**config.mk**
```make
export PLATFORM = sky130hd
export DESIGN_NAME = systolic_mac_array
export DESIGN_NICKNAME = d
export VERILOG_FILES = /design/src/rtl/systolic_mac_array.sv
export SDC_FILE = /design/constraint.sdc
export NUM_CORES = 1
export LEC_CHECK = 0
export ABC_AREA = 1
export CAP_MARGIN = 15
export CORE_AREA = 2 2 148 208
export DETAILED_ROUTE_END_ITERATION = 10
export DIE_AREA = 0 0 150 210
export PLACE_DENSITY = 0.76
export SETUP_SLACK_MARGIN = 0.3
export SLEW_MARGIN = 20
export SYNTH_ARGS = -nofsm -noshare
export SYNTH_HDL_FRONTEND = slang
export SYNTH_SLANG_ARGS = --single-unit
```
**constraint.sdc**
```tcl
create_clock -name clk -period 4.83 [get_ports clk]
set_clock_uncertainty 0.05 [all_clocks]
set_input_delay 0.7245 -clock clk [delete_from_list [all_inputs] [get_ports clk]]
set_output_delay 0.7245 -clock clk [all_outputs]
set_load 0.1 [all_outputs]
```
**src/rtl/systolic_mac_array.sv**
```systemverilog
// Output-stationary N x N systolic MAC array.
// Skewed X rows enter from the left, skewed Y columns from the top.
module systolic_mac_array #(
  parameter int D_W    = 8,
  parameter int N      = 2,
  parameter int WORD   = 8,
  parameter int IN_DLY = 2,
  parameter int ACC_W  = 2*D_W+$clog2(WORD)
) (
  input  logic                 clk,
  input  logic                 rst,
  input  logic                 init,
  input  logic [N*D_W-1:0]     x_flat,
  input  logic [N*D_W-1:0]     y_flat,
  output logic                 busy,
  output logic                 result_valid,
  output logic [N*N*ACC_W-1:0] result_flat
);

  localparam int RUN_CYC = IN_DLY + WORD + 2*N - 3;
  localparam int CNT_W   = $clog2(RUN_CYC + 1);
  localparam int PW      = 2*D_W;

  localparam logic [CNT_W-1:0] LAST = CNT_W'(RUN_CYC - 1);

  localparam logic [1:0] IDLE = 2'd0;
  localparam logic [1:0] RUN  = 2'd1;
  localparam logic [1:0] DONE = 2'd2;

  logic [1:0]       state;
  logic [CNT_W-1:0] cnt;

  logic [D_W-1:0]   a_reg [N][N];
  logic [D_W-1:0]   b_reg [N][N];
  logic [D_W-1:0]   a_in  [N][N];
  logic [D_W-1:0]   b_in  [N][N];
  logic [PW-1:0]    prod  [N][N];
  logic [ACC_W-1:0] acc   [N][N];

  genvar gi, gj;
  generate
    for (gi = 0; gi < N; gi++) begin : g_row
      for (gj = 0; gj < N; gj++) begin : g_col
        if (gj == 0) begin : g_a_edge
          assign a_in[gi][gj] = x_flat[(gi+1)*D_W-1 -: D_W];
        end else begin : g_a_pass
          assign a_in[gi][gj] = a_reg[gi][gj-1];
        end
        if (gi == 0) begin : g_b_edge
          assign b_in[gi][gj] = y_flat[(gj+1)*D_W-1 -: D_W];
        end else begin : g_b_pass
          assign b_in[gi][gj] = b_reg[gi-1][gj];
        end
        assign prod[gi][gj] = PW'(a_in[gi][gj]) * PW'(b_in[gi][gj]);
        assign result_flat[(gi*N+gj+1)*ACC_W-1 -: ACC_W] = acc[gi][gj];
      end
    end
  endgenerate

  // Control FSM plus PE registers: clear on reset/init, MAC while running.
  always_ff @(posedge clk) begin
    if (rst) begin
      state        <= IDLE;
      cnt          <= '0;
      busy         <= 1'b0;
      result_valid <= 1'b0;
      for (int i = 0; i < N; i++) begin
        for (int j = 0; j < N; j++) begin
          a_reg[i][j] <= '0;
          b_reg[i][j] <= '0;
          acc[i][j]   <= '0;
        end
      end
    end else if (init) begin
      state        <= RUN;
      cnt          <= '0;
      busy         <= 1'b1;
      result_valid <= 1'b0;
      for (int i = 0; i < N; i++) begin
        for (int j = 0; j < N; j++) begin
          a_reg[i][j] <= '0;
          b_reg[i][j] <= '0;
          acc[i][j]   <= '0;
        end
      end
    end else if (state == RUN) begin
      cnt <= cnt + 1'b1;
      for (int i = 0; i < N; i++) begin
        for (int j = 0; j < N; j++) begin
          a_reg[i][j] <= a_in[i][j];
          b_reg[i][j] <= b_in[i][j];
          acc[i][j]   <= acc[i][j] + ACC_W'(prod[i][j]);
        end
      end
      if (cnt == LAST) begin
        state        <= DONE;
        busy         <= 1'b0;
        result_valid <= 1'b1;
      end
    end
  end

endmodule

```
Word level (Yosys, flattened, before mapping)
Memory sizes are Yosys's and may differ from the RTL's.
Cells that the tools add are included.
Storage, ports and cells
  memories: 3
  RAM bits: 140
  bits of input ports: 35
  output and inout bits: 78
  logic and storage cells: 86
  register bits: 7
Operators by class
  bitwise gates (word level): 24
  multipliers: 4
  equality and inequality tests: 2
  reductions and logical operators: 5
  mux-type cells: 39
  add/sub/neg operators: 5
Memory list
  acc: depth 2, bits a word 38, read ports 2, clocked after Yosys merged registers in 0, write ports 2, RTL line 38  | logic [ACC_W-1:0] acc [N][N];
  a_reg: depth 2, bits a word 16, read ports 2, clocked after Yosys merged registers in 0, write ports 2, RTL line 33  | logic [D_W-1:0] a_reg [N][N];
  b_reg: depth 2, bits a word 16, read ports 1, clocked after Yosys merged registers in 0, write ports 2, RTL line 34  | logic [D_W-1:0] b_reg [N][N];
Operators by type and width (count)
  $mux 19: 8
  $mux 8: 16
  $add 19x16->19: 4
  $mul 8x8->16: 4
  $or 1x1->1: 24
  $mux 1: 15
  $add 4x1->4 const B: 1
  $eq 4x4->1 const B: 1
  $reduce_and 2->1: 2
  $reduce_bool 2->1: 2
  $eq 2x1->1 const B: 1
  $reduce_or 2->1: 1

Depth between registers and ports, before layout
  depth in word-level cells: 6
  depth in mapped cells: 21
  depth with buffers taken out: 20

Least setup slack after synthesis
Ideal clock, no wire load.
  path type: register to register
  from: mem acc[1][7] (netlist bit)
  to: mem acc[1][17] (netlist bit) (data pin)
  path slack: 0.400 ns
  period minus slack after synthesis: 4.430 ns
  cell stages (with the launch flop): 18
  arrival: 4.125 ns
  path buffers: 0
  required time: 4.525 ns
  library setup time: 0.255 ns
  path through: edfxtp_1 inv_1 fa_1 inv_1 fa_1 fa_1 inv_1 fa_1 inv_1 ha_1 nand2_1 inv_1 a21oi_1 nand2_1 nand2_1 nand3_1 nand2_1 nor2_1
RTL lines (RTL line)
  start, declared: 38

==> flow_summary.yaml <==
routing:
  vias_per_cell: 4.90
  wl_mm: 37.5
  dr.pass1.iters: 5
  drt_iter0_markers: 649
  num_vias: 13236
  ant_nets: 0
  drc: 0
  routedWlPerCell_um: 13.9
pwr:
  p_seq_frac: 0.214
  power_leakage_uw: 0.0114
  p_int_uw: 3250
  finalPower_uw: 5970
  vdd_drop_max_mv: 0.342
  pwr_density_cell_nw_per_um2: 318
  p_clk_frac: 0.231
  swShare: 0.455
  comb_power_share: 0.555
  p_switching_uw: 2710
yosys:
  async_flop_share: 0
  ys_seq_elements: 114
  synth_area_per_cell_um2: 7.41
  yosysTopAreaCell: "fa_1"
  ys_seq_area_frac: 0.209
  synthCells: 2171
  synth_ff_type: "edfxtp_1"
  ys_top_cells_by_area: "fa_1, edfxtp_1, inv_1, nand2_1, ha_1"
  yosysTopAreaCellShare: 0.249
  synth-edff-count: 108
  ys_types: 27
  ys_warn_count: 0
  syn-num-nets: 2572
  yosysMostFrequentCell: "inv_1"
  mappedNetlistArea_um2: 16100
  yosys-top-cells-count: "inv_1, nand2_1, fa_1"
timing:
  relSlewSlack: 0.287
  rsz0062_at_grt: "false"
  period_share: 0.910
  finalCriticalPeriod_ps: 4400
  tns_ps: 0
  report.final.setup_viol: 0
  tightest_slew_ps: 1070
  hold_viol: 0
  slew_violations: 0
  fmax_mhz: 227
  setup_ws_ps: 434
clock_network:
  clk_path_buf_depth: 2
  insertion_delay_ps: 440
  numClockSinks: 114
  clk_pin_slew_ps: 60
  tritoncts: "yes"
  ctsHoldBuffers: 0
  numCtsBuffers: 17
  htree_levels: 4
  root_buffer: "clkbuf_16"
placed_design:
  dp_hpwl_mm: 29.9
  place_area_um2: 18000
  gp_congestion: 0.919
  place_ws_ps: -296
  place.port_buffers: 112
outcome:
  status: "finished clean"
die:
  die_area_um2: 31500
  die_y_um: 210
  core_um2: 29700
  die_x_um: 150
  rows: 75
  io_pins: 113
  start_util: 0.542
global_route:
  track_usage: 0.257
  antenna_found_initial: 0
  grt_overflow_total: 0
  grt_pass1_vias: 14271
  grt_max_degree: 64
  grt_pass1_wl_mm: 64.4
min_path:
  worstHoldStart: "cnt[0]"
  holdPathStages: 1
  holdCritPathClass: "reg -> reg"
cells_and_area:
  diodes: 0
  drive_above_1_share: 0.0638
  syn2layout_area_growth_pct: 16.8
  post-route-cell-area_um2: 18800
  nNetsFinal: 2707
  largest_reg_flops: 76
setup_path:
  path_class: "in -> reg"
  cp-startpoint: "y_flat[7]"
  r2r-start: "a_reg[0][13]"
  cp-end-kind: "flop"
  rr_worst_depth: 17
  cp.required_ps: 4980
  cp.arrival_ps: 4540
  cp-start-kind: "primary input"
  cp_max_fo: 7
job:
  maxCapViolations: 0
[cell usage in the layout (no fill, tap or decap), types with 6 or more instances in the layout]
master / count
buf_4: 75
nand3_1: 40
edfxtp_1: 108
clkbuf_16: 17
nor2_1: 141
inv_1: 731
o21ai_0: 15
ha_1: 159
clkdlybuf4s50_1: 86
a21oi_2: 8
fa_1: 199
dfxtp_1: 6
dlymetal6s2s_1: 17
nor3_1: 12
ha_4: 7
nand2_1: 564
nand2_2: 10
a21oi_1: 62
dlygate4sd2_1: 8
[stage by stage]
stage               hold slack [ps]   util  std cells
finish                          455  0.634       2703
global route                    490  0.634       2703
CTS                             457  0.626       2700
detailed placement              445  0.605       2669
global placement                433  0.605       2669
floorplan                       412      -       2171
[metal layers]
metal | track usage | part of all wire
met1 | 0.277 | 0.37
met2 | 0.477 | 0.54
met3 | 0.0413 | 0.048
met4 | 0.131 | 0.048
met5 | 0 | 0
[timing repair]
item / in CTS / in global routing
pin swaps: 0 / 8
cloned: 0 / 1
hold endpoints to repair: 0 / 0
setup endpoints to repair: 21 / 35
buffers inserted: 0 / 2
gates resized for setup: 9 / 51
[cells by family after synthesis]
family	count (synthesis)	synth area share
DFF	114	0.209
adders and majority gates	366	0.378
xor gates and xnor gates	2	0.00109
AOI/OAI and AO/OA	90	0.0282
buffers and inverters	809	0.191
and+or+nand+nor	790	0.193
[layout make-up]
type / instances / area [um2]
clock inverter: 14 / 189
tap: 385 / 482
timing repair buffer: 191 / 1760
inverter: 734 / 2760
clock buffer: 17 / 425
multi-input combinational: 1248 / 9820
fill: 2505 / 10900
sequential: 114 / 3360
[critical path, cell delays in order]
cell	delay [ps]
clkdlybuf4s50_1	470
buf_6	140
nand2_1	80
fa_1	490
fa_1	510
inv_1	60
fa_1	500
inv_1	60
fa_1	470
inv_1	70
ha_4	280
nand2_1	80
nand3b_1	190
nand2_2	110
nand2_1	100
a21oi_2	150
nor2_1	60
[power by group through the flow]
stage	sequential [uW]	combinational, uW	clock, uW
after global routing	1290	3730	1420
after CTS	1280	3100	1390
after detailed placement	1300	3060	0
after floorplan	1670	1800	0
final	1280	3310	1380
after global placement	1300	2980	0
[final timing paths]
kind / end / slack [ps]
max: acc[0][35] / 430
min: cnt[0] / 460
max reg2reg: acc[0][12] / 510
min reg2reg: cnt[0] / 460
No activity file was read; power rests on OpenSTA's default activity.
